===== src/rtl/msg_schedule_pkg.sv =====
// msg_schedule_pkg: shared widths, FSM states and SHA-256 small-sigma helpers
// for the message schedule expander.
package msg_schedule_pkg;
    localparam int WORD_W  = 32;
    localparam int NUM_IN  = 16;
    localparam int NUM_OUT = 64;

    typedef enum logic {
        ST_LOAD = 1'b0,
        ST_EMIT = 1'b1
    } state_t;

    function automatic logic [WORD_W-1:0] ror(input logic [WORD_W-1:0] x, input int unsigned n);
        return (x >> n) | (x << (WORD_W - n));
    endfunction

    function automatic logic [WORD_W-1:0] shr(input logic [WORD_W-1:0] x, input int unsigned n);
        return x >> n;
    endfunction

    function automatic logic [WORD_W-1:0] lsigma0(input logic [WORD_W-1:0] x);
        return ror(x, 7) ^ ror(x, 18) ^ shr(x, 3);
    endfunction

    function automatic logic [WORD_W-1:0] lsigma1(input logic [WORD_W-1:0] x);
        return ror(x, 17) ^ ror(x, 19) ^ shr(x, 10);
    endfunction
endpackage


===== src/rtl/msg_schedule_sched_word.sv =====
// sched_word: one step of the SHA-256 schedule recurrence,
// W[t] = lsigma1(W[t-2]) + W[t-7] + lsigma0(W[t-15]) + W[t-16] mod 2^32.
module sched_word
    import msg_schedule_pkg::*;
(
    input  logic [WORD_W-1:0] w_m2_i,
    input  logic [WORD_W-1:0] w_m7_i,
    input  logic [WORD_W-1:0] w_m15_i,
    input  logic [WORD_W-1:0] w_m16_i,
    output logic [WORD_W-1:0] next_o
);
    assign next_o = lsigma1(w_m2_i) + w_m7_i + lsigma0(w_m15_i) + w_m16_i;
endmodule


===== src/rtl/msg_schedule.sv =====
// msg_schedule: loads 16 message words, then streams W0..W63 from a sliding
// 16-word window whose tail is refilled by the schedule recurrence.
module msg_schedule
    import msg_schedule_pkg::*;
(
    input  logic              clk,
    input  logic              rst_n,
    input  logic              clear,
    input  logic [WORD_W-1:0] in_data,
    input  logic              in_valid,
    output logic              in_ready,
    output logic [WORD_W-1:0] out_data,
    output logic              out_valid,
    input  logic              out_ready,
    output logic              out_last,
    output logic [5:0]        out_index
);
    state_t            state_q, state_d;
    logic [4:0]        lcnt_q, lcnt_d;
    logic [5:0]        t_q, t_d;
    logic [WORD_W-1:0] w_q [NUM_IN];
    logic [WORD_W-1:0] w_d [NUM_IN];
    logic [WORD_W-1:0] w_new;
    logic              in_acc, out_acc;

    // window slot i holds W[t+i], so the recurrence taps are fixed slots
    sched_word u_sched_word (
        .w_m2_i  (w_q[14]),
        .w_m7_i  (w_q[9]),
        .w_m15_i (w_q[1]),
        .w_m16_i (w_q[0]),
        .next_o  (w_new)
    );

    assign in_ready  = state_q == ST_LOAD;
    assign out_valid = state_q == ST_EMIT;
    assign out_data  = out_valid ? w_q[0] : '0;
    assign out_index = t_q;
    assign out_last  = out_valid && t_q == 6'd63;
    assign in_acc    = in_ready && in_valid;
    assign out_acc   = out_valid && out_ready;

    always_comb begin
        state_d = state_q;
        lcnt_d  = lcnt_q;
        t_d     = t_q;
        w_d     = w_q;
        if (clear) begin
            state_d = ST_LOAD;
            lcnt_d  = '0;
            t_d     = '0;
        end else if (in_acc) begin
            w_d[lcnt_q[3:0]] = in_data;
            lcnt_d  = (lcnt_q == 5'd15) ? '0 : lcnt_q + 5'd1;
            state_d = (lcnt_q == 5'd15) ? ST_EMIT : ST_LOAD;
            t_d     = '0;
        end else if (out_acc) begin
            for (int i = 0; i < NUM_IN - 1; i++) w_d[i] = w_q[i+1];
            w_d[NUM_IN-1] = w_new;
            t_d     = t_q + 6'd1;
            state_d = (t_q == 6'd63) ? ST_LOAD : ST_EMIT;
        end
    end

    always_ff @(posedge clk or negedge rst_n) begin
        if (!rst_n) begin
            state_q <= ST_LOAD;
            lcnt_q  <= '0;
            t_q     <= '0;
            w_q     <= '{default: '0};
        end else begin
            state_q <= state_d;
            lcnt_q  <= lcnt_d;
            t_q     <= t_d;
            w_q     <= w_d;
        end
    end
endmodule


===== config.mk =====
export PLATFORM = sky130hd
export DESIGN_NAME = msg_schedule
export DESIGN_NICKNAME = d
export VERILOG_FILES = /design/src/rtl/msg_schedule_pkg.sv /design/src/rtl/msg_schedule_sched_word.sv /design/src/rtl/msg_schedule.sv
export SDC_FILE = /design/constraint.sdc
export NUM_CORES = 1
export LEC_CHECK = 0
export BUFFER_PORTS_ARGS = -buffer_cell sky130_fd_sc_hd__buf_2
export CORE_MARGIN = 1.5
export CORE_UTILIZATION = 55
export CTS_CLUSTER_SIZE = 14
export DETAILED_ROUTE_END_ITERATION = 7
export GPL_TIMING_DRIVEN = 0
export PLACE_DENSITY = 0.83
export SYNTH_ARGS = -nofsm -noshare
export SYNTH_HDL_FRONTEND = slang
export SYNTH_SLANG_ARGS = --single-unit

===== constraint.sdc =====
create_clock -name clk -period 5.1 [get_ports clk]
set_clock_uncertainty 0.1 [all_clocks]
set_input_delay 0.51 -clock clk [delete_from_list [all_inputs] [get_ports clk]]
set_output_delay 0.51 -clock clk [all_outputs]
set_load 0.05 [all_outputs]

==> Word level (Yosys, flattened, before mapping) <==
Index checks and enable logic that the tools add are counted.
{ "totals": {"elab_cells": 64, "in_bits": 37, "register_bits": 524, "out_inout_bits": 41} }
{ "op_classes": {"magnitude_cmp": 2, "n_bitwise": 11, "n_reduce_logical": 8, "mux": 17, "add_sub_neg": 5, "eq_ne": 2} }
{ "op_table": {"columns": ["cell", "n"], "rows": [
  ["$mux W512", 2],
  ["$bwmux W512", 1],
  ["$demux W32 S4", 1],
  ["$add A32 B32 Y32", 3],
  ["$mux W32", 2],
  ["$xor A32 B32 Y32", 2],
  ["$or A13 B32 Y32", 1],
  ["$or A14 B32 Y32", 1],
  ["$or A15 B32 Y32", 1],
  ["$or A25 B32 Y32", 1],
  ["$xor A32 B22 Y32", 1],
  ["$xor A32 B29 Y32", 1],
  ["$mux W6", 3],
  ["$mux W5", 3],
  ["$add A6 B1 Y6 const B", 1],
  ["$eq A6 B6 Y1 const B", 1],
  ["$add A5 B1 Y5 const B", 1],
  ["$eq A5 B4 Y1 const B", 1],
  ["$ge A5 B5 Y1 const B", 1],
  ["$lt A5 B1 Y1 const B", 1],
  ["$mux W1", 5],
  ["$not A4 Y5", 1],
  ["$logic_and A1 B1 Y1", 4],
  ["$reduce_bool A2 Y1", 2],
  ["other kinds (3)", 4]
]} }

==> Logic depth before layout (Yosys ltp) <==
Gate-level depths: netlist of the first run.
{ "depth": {"ltp_word": 8, "depth_mapped": 16, "depth_no_buf": 14} }

==> Cells and area by module <==
Synthesis of the first run repeated with hierarchy kept, for this count alone.
{ "unflattened": {"hier_cells": 2570, "area_unflattened_um2": 28741.3} }
{ "modules_own_cells": {"columns": ["module", "area_each_um2", "seq_area_each_um2", "cells_each", "instances"], "rows": [
  ["msg_schedule", 24272.0, 13112.6, 2030, 1],
  ["sched_word", 4469.3, 0.0, 540, 1]
]} }

==> Worst setup path before layout of the first run <==
Ideal clock, no wire load.
{ "synth_path": {"kind": "reg2reg", "startpoint": "reg w_q[50] in the netlist's numbering", "endpoint": "reg w_q[27] in the netlist's numbering", "t_arrival_ps": 3735, "n_path_buf": 1, "setup_ps": 137, "path_stages_with_launch": 15, "period_less_slack_ps": 3971, "slack_ps": 1129, "t_required_ps": 4863, "path_cell_list": "dfrtp_1 > clkbuf_1 > xnor2_1 > xnor2_1 > fa_1 > fa_1 > ha_1 > fa_1 > a211oi_1 > o21a_2 > o31ai_4 > a211o_1 > a31oi_1 > xor2_1 > o22ai_1"} }
{ "synth_between": {"elab_chain_cells": 8} }
{ "synth_rtl": {"columns": ["element", "line_no", "source"], "rows": [
  ["start: declaration", "msg_schedule.sv:21", "logic [WORD_W-1:0] w_q [NUM_IN];"],
  ["start signal: assignment", "msg_schedule.sv:75", "w_q <= w_d;"],
  ["$or A15 B32 Y32", "msg_schedule_pkg.sv:14", "return (x >> n) | (x << (WORD_W - n));"],
  ["$xor A32 B32 Y32", "msg_schedule_pkg.sv:26", "return ror(x, 17) ^ ror(x, 19) ^ shr(x, 10);"],
  ["$xor A32 B22 Y32 *", "msg_schedule_pkg.sv:26", null],
  ["$add A32 B32 Y32 * (3 in a row)", "msg_schedule_sched_word.sv:12", "assign next_o = lsigma1(w_m2_i) + w_m7_i + lsigma0(w_m15_i) + w_m16_i;"],
  ["$mux W512 *", "msg_schedule.sv:57", "end else if (out_acc) begin"],
  ["$mux W512 *", "msg_schedule.sv:52", "end else if (in_acc) begin"]
]} }
Every way passes the cells marked *; elsewhere a longest branch is shown, timed or not. The select of a mux whose other input is x is not followed.
A chain may end at the register's enable or synchronous reset.

==> Worst setup path after layout of the first run <==
{ "layout_path": {"startpoint": "reg w_q[467] in the netlist's numbering", "endpoint": "reg w_q[29] in the netlist's numbering"} }
{ "layout_between": {"elab_chain_cells": 7, "word_cells_on_any_way": 8, "cone_classes": "add/sub (2); mux (2); bitwise (4)"} }
{ "layout_rtl": {"columns": ["element", "line_no", "source"], "rows": [
  ["$or A14 B32 Y32 / $or A25 B32 Y32 (equally long branches)", "msg_schedule_pkg.sv:14", null],
  ["$xor A32 B32 Y32", "msg_schedule_pkg.sv:22", "return ror(x, 7) ^ ror(x, 18) ^ shr(x, 3);"],
  ["$xor A32 B29 Y32 *", "msg_schedule_pkg.sv:22", null],
  ["$add A32 B32 Y32 * (2 in a row)", "msg_schedule_sched_word.sv:12", null],
  ["$mux W512 *", "msg_schedule.sv:57", null],
  ["$mux W512 *", "msg_schedule.sv:52", null]
]} }
Marked as above.

==> results of run 1 <==
-- worst min-delay path, cell delays in order --
cell     delay, ns
buf_2         0.11
o22ai_1       0.08
a22o_1        0.17
-- cell usage after synthesis (7+ instances only) --
cell | count | area, um^2
nand4_1 | 9 | 56.30
ha_1 | 36 | 450.4
xnor2_1 | 118 | 1033
a221oi_1 | 12 | 105.1
o22ai_1 | 7 | 43.79
buf_2 | 43 | 215.2
a31oi_1 | 9 | 56.30
nor2_1 | 96 | 360.4
nor3_1 | 16 | 80.08
nand2_1 | 565 | 2121
dfrtp_1 | 524 | 13110
o21ai_0 | 475 | 2377
buf_1 | 12 | 45.04
a211oi_1 | 7 | 52.55
o21ai_1 | 41 | 205.2
fa_1 | 62 | 1241
nand3_1 | 12 | 60.06
a21oi_1 | 47 | 235.2
clkbuf_1 | 276 | 1036
and2_1 | 12 | 75.07
a22oi_1 | 482 | 3618
and3_1 | 14 | 87.58
xor2_1 | 28 | 245.2
inv_1 | 129 | 484.2
a21o_1 | 7 | 52.55
-- cell usage in the layout, fill, tap and decap left out, types with 7 or more instances in the layout --
cell type	count
nand2_1	565
nand3_1	12
clkbuf_1	287
o21ai_0	475
ha_1	36
nand4_1	9
a31oi_1	9
a211oi_1	7
clkbuf_16	57
a21oi_1	46
xor2_1	28
fa_1	62
clkinv_2	10
and3_1	14
dfrtp_1	524
buf_1	12
buf_2	93
xnor2_1	118
o21ai_1	41
a221oi_1	12
a21o_1	7
o22ai_1	7
a22oi_1	482
inv_1	129
and2_1	12
nor3_1	16
clkbuf_8	14
nor2_1	96
-- layout make-up --
| class | count | area [um^2] |
|---|---|---|
| inverters | 130 | 488.0 |
| flip-flops and latches | 524 | 13110 |
| clock inverters | 21 | 269.0 |
| plain buffers | 333 | 1323 |
| fillers | 4208 | 19000 |
| diodes | 2 | 5.005 |
| repair buffers | 56 | 385.4 |
| multi-input cells | 2116 | 13080 |
| clock buffers | 84 | 1668 |
| well taps | 672 | 840.8 |
-- through the flow --
| stage | cells | hold WS (ns) |
|---|---|---|
| final | 3938 | 0.1722 |
| after global routing | 3938 | 0.1822 |
| after CTS | 3938 | 0.1485 |
| after detailed placement | 3832 | 0.3702 |
| after global placement | 3828 | 0.3607 |
| after floorplan | 3105 | 0.1144 |
-- routing by layer --
metal | GRT usage (%) | vias to the layer above
li1 | - | 11020
met1 | 50.83 | 12230
met2 | 59.84 | 1755
met3 | 8.084 | 386
met4 | 27.21 | 2
met5 | 0 | -
-- flip-flops by register name (all words and copies together) (netlist names) --
signal     count
w_q          512
lcnt_q         5
out_valid      1
out_index      6
-- power breakdown --
group	switching, mW	leakage, nW	internal [mW]
sequential	1.15	7.03	5.41
combinational	8.10	5.05	4.50
clock	1.84	0.942	2.47
-- cell families after synthesis --
group / share of synthesized area (%)
flip-flops: 46.81
buffers and inverters: 6.490
adder cells (fa/ha/maj): 6.039
XOR/XNOR: 4.565
AND/OR/NAND/NOR: 10.68
AO/OA/AOI/OAI: 25.27
multiplexers: 0.1429
-- worst max-delay path by stage --
stage | from | end | depth (start not counted)
finish | w_q[467] | w_q[29] | 15
CTS | w_q[50] | w_q[29] | 14
global route | w_q[467] | w_q[29] | 15
global placement | rst_n | w_q[485] | 1
floorplan | w_q[50] | w_q[27] | 14
detailed placement | w_q[50] | w_q[29] | 14
-- timing repair --
item,CTS,global route
pin swaps,0,0
endpoints found under the hold margin,85,0
hold buffers,1,0
gates resized for setup,1,0
endpoints found under the setup margin,1,1
==> metrics.cfg, run 1 <==
[status]
status=complete, but fails checks
violations=capacitance limit, slew limit, setup timing

[drt]
routedWlPerCell_um=26.34
top_layer_used=met5
met1_length_um=38590
dr.pass1.iters=8
drtIter0Drc=3396
via_count=25390
drc=0
route.met2.wl_um=45890
met3_length_um=11200
vias_per_cell=6.447
final_antenna_net_count=0
wirelength_um=103700

[clocking]
root_buffer=clkbuf_16
clock_sinks=524
cts_buffer_depth=3
cts_made_buffers=56
path_clk_slew_ns=0.06
insertion_delay_ns=0.65
cts_tree=yes
h-tree-depth=2
post-cts-setup-buffers=0

[global_route]
track_usage_pct=39.39
grt_pass1_vias=24470
overflow=0
grt_pass1_wl_um=153800
grt_max_degree=123
antenna_found_initial=4

[job]
maxCapViolCount=2

[final_layout]
final_nets=3352
synthToLayoutAreaGrowth_pct=11.30
post-route-cell-area_mm2=0.03117
fin_util_pct=62.14
drive_above_1_share_pct=6.219

[hold_path]
hold_depth=3
worstHoldStart=out_ready
hold_class=input port to register
hold_path_end=out_valid

[worst_setup_path]
max_stage_delay_ns=0.59
arrival_ns=5.50
worstSetupEndpointType=register
cp.required_ns=5.50
crit_family=compound AO/OA/AOI/OAI gates
critPathBufInv=3
r2r-end=w_q[29]
startpoint_type=register
rrSetupSlack_ns=-0.002
r2r_start=w_q[467]
path_cells=clkbuf_1 -> xnor2_1 -> xnor2_1 -> fa_1 -> inv_1 -> fa_1 -> inv_1 -> ha_1 -> a21oi_1 -> o21ai_0 -> a21oi_2 -> o21ai_2 -> a41oi_1 -> xor2_1 -> o22ai_1
cp_slowest_cell=clkbuf_1
crit_type=register to register
cp_max_fo=5
reg2reg_depth=15

[synth]
synth_edf_count=0
ys_warn_count=0
synthCells=3105
synth_flop_cell=dfrtp_1
ys_ff_latch=524
syn_area_per_cell_um2=9.021
synthArstFlopShare_pct=100.0
ys_seq_area_share_pct=46.81
synth_area_mm2=0.02801
yosysUniqueCellTypes=61
syn_nets=3240

[placed_design]
gp_congestion=1.100
pre_cts_ws_ns=-0.1474
dp_hpwl_um=76930
port_buffers=51
post_dp_cell_area_mm2=0.02923

[floorplan]
die_h_um=228.7
core_area_mm2=0.05017
rows=82
die_area_mm2=0.05229
io_pins=78
initial_utilization_pct=55.83
die_x_um=228.7

[power]
p_leak_nw=13.03
peakVddDrop_mv=0.5407
total_power_mw=23.48
powerDensity_mw_per_mm2=753.2

[sta]
slew_violations=6
fin_crit_sh_pct=100.0
relSlewSlack_pct=-1.634
finalSetupViolations=1
period_minus_slack_ns=5.102
clock.fmax_ghz=0.1960
setup_ws_ns=-0.001525
finalSetupTns_ns=-0.001525
rsz0062_at_grt=no
tightest_slew_ns=1.513
hold_viol=0

Note: power is estimated with default switching activity, not from simulation.
==> run 2: changes to the inputs <==
--- a/config.mk
+++ b/config.mk
@@ -7,11 +7,11 @@
 export LEC_CHECK = 0
 export BUFFER_PORTS_ARGS = -buffer_cell sky130_fd_sc_hd__buf_2
 export CORE_MARGIN = 1.5
-export CORE_UTILIZATION = 55
+export CORE_UTILIZATION = 45
 export CTS_CLUSTER_SIZE = 14
 export DETAILED_ROUTE_END_ITERATION = 7
 export GPL_TIMING_DRIVEN = 0
-export PLACE_DENSITY = 0.83
+export PLACE_DENSITY = 0.72
 export SYNTH_ARGS = -nofsm -noshare
 export SYNTH_HDL_FRONTEND = slang
 export SYNTH_SLANG_ARGS = --single-unit
==> metrics.cfg, run 2 (synthesized netlist as in run 1, its figures left out) <==
[sta]
period_minus_slack_ns=5.049  ; -0.05247 ns
relSlewSlack_pct=2.289  ; +3.9 points
rsz0062_at_grt=no
slew_violations=0  ; -6
tightest_slew_ns=1.454  ; -0.05840 ns
setup_ws_ns=0.05095  ; +0.05247 ns
clock.fmax_ghz=0.1981  ; +1.0%
finalSetupViolations=0  ; -1
fin_crit_sh_pct=99.00  ; -1.0 points
hold_viol=0  ; unchanged

[drt]
final_antenna_net_count=0  ; unchanged
vias_per_cell=6.044  ; -6.2%
wirelength_um=105700  ; +1.9%
dr.pass1.iters=6  ; -2
via_count=24820  ; -2.2%
drtIter0Drc=3452  ; +1.6%
drc=0  ; unchanged
routedWlPerCell_um=25.74  ; -2.3%

[final_layout]
final_nets=3352  ; unchanged
fillers=5743  ; +36%
largest_register_ffs=512  ; unchanged
drive_above_1_share_pct=6.309  ; +0.090 points
synthToLayoutAreaGrowth_pct=12.35
mostFrequentLayoutCell=nand2_1
seq_area_mm2=0.01311  ; unchanged
top_register=w_q
mostFrequentLayoutCells=nand2_1, dfrtp_1, a22oi_1
multi_input_area_mm2=0.01308  ; unchanged

[global_route]
track_usage_pct=33.28  ; -6.1 points
grt_pass1_wl_um=156400  ; +1.7%
antenna_found_initial=6  ; +2
grt_pass1_vias=23980  ; -2.0%
grt_max_degree=121  ; -1.6%
overflow=0  ; unchanged

[job]
maxCapViolCount=0  ; -2

[hold_path]
hold_class=input port to register
hold_depth=3  ; unchanged

[worst_setup_path]
rrSetupSlack_ns=0.05  ; +0.05 ns
cp_common_cell=fa_1
path_cells=xnor2_1 -> xnor2_1 -> fa_1 -> fa_1 -> ha_1 -> fa_1 -> a211oi_1 -> o211ai_1 -> a21oi_2 -> o21ai_2 -> a41oi_1 -> xor2_1 -> o22ai_1
worstSetupEndpointType=register
cp_slowest_cell=dfrtp_1
reg2reg_depth=13  ; -2
max_stage_delay_ns=0.69  ; +0.10 ns
startpoint_type=register
arrival_ns=5.43  ; -0.07 ns
cp.required_ns=5.49  ; about the same
crit_type=register to register
cp_max_fo=5  ; unchanged

[clocking]
cts_made_buffers=57  ; +1.8%
insertion_delay_ns=0.65  ; about the same
post-cts-setup-buffers=0  ; unchanged
cts_tree=yes
path_clk_slew_ns=0.06  ; about the same
clock_sinks=524  ; unchanged
cts_buffer_depth=3  ; unchanged
root_buffer=clkbuf_16
h-tree-depth=2  ; unchanged

[power]
peakVddDrop_mv=0.6854  ; +27%
total_power_mw=23.60  ; +0.50%
powerDensity_mw_per_mm2=749.9  ; -0.44%
p_leak_nw=13.08  ; +0.39%

[status]
status=finished clean

[placed_design]
port_buffers=51  ; unchanged
dp_hpwl_um=79540  ; +3.4%
pre_cts_ws_ns=-0.2297  ; -0.08234 ns
gp_congestion=1.089  ; -0.95%

[floorplan]
die_x_um=252.5  ; +10%
core_area_mm2=0.06160  ; +23%
die_area_mm2=0.06375  ; +22%
initial_utilization_pct=45.47  ; -10 points
io_pins=78  ; unchanged
die_h_um=252.5  ; +10%
rows=91  ; +11%

## run 2: final cells by class
cell class                      instances  area share [%]
Timing Repair Buffer                   56           1.225
Clock buffer                           86           5.419
Sequential cell                       524           41.67
Multi-Input combinational cell       2116           41.58
Clock inverter                         21           1.014
Buffer                                332           4.191
Antenna cell                            4         0.03181
Tap cell                              837           3.328
Inverter                              130           1.551
## run 2: routing by layer
metal  wire (um)  global-route usage [%]  vias to the layer above
li1            -                       -                    11020
met1       41990                   43.84                    12120
met2       46320                   50.00                     1368
met3       10320                   8.095                      305
met4        7024                   19.33                        4
met5          22                       0                        -
## run 2: power breakdown
part           total (mW)  switching, mW  internal (mW)
Sequential           6.59           1.17           5.41
Combinational        12.5           8.05           4.49
Clock                4.47           1.85           2.62
Total                23.6           11.1           12.5
## run 2: path summary, 6_finish.rpt
path	from	endpoint
setup reg to reg	w_q[50]	w_q[29]
hold / removal	out_ready	out_valid
max in group asynchronous	rst_n	lcnt_q[0]
min in group asynchronous	rst_n	w_q[305]
setup / recovery	w_q[50]	w_q[29]
hold reg to reg	w_q[491]	w_q[491]
## run 2: critical path, delay by kind of cell (launching register included)
kind / cells / cell delay [ns]
flip-flops: 1 / 0.69
adder cells (fa/ha/maj): 4 / 1.68
XOR/XNOR: 3 / 0.86
AO/OA/AOI/OAI: 6 / 1.55
## run 2: metrics by stage
| step | std cells | cell area [um^2] | TNS, ns | utilization (%) | hold slack, ns |
|---|---|---|---|---|---|
| floorplan | 3105 | 28010 | 0 | - | 0.1144 |
| global placement | 3993 | 29310 | -3852.70 | 47.59 | 0.3601 |
| detailed placement | 3997 | 29430 | -0.3283 | 47.78 | 0.3700 |
| CTS | 4104 | 31470 | 0 | 51.09 | 0.1572 |
| global route | 4106 | 31470 | 0 | 51.09 | 0.1749 |
| finish | 4106 | 31470 | 0 | 51.09 | 0.1773 |
## run 2: timing repair
| item | CTS | global route |
|---|---|---|
| setup endpoints to repair | 3 | 4 |
| hold endpoints to repair | 80 | 0 |
| resized for setup | 1 | 0 |
| hold buffers | 1 | 0 |
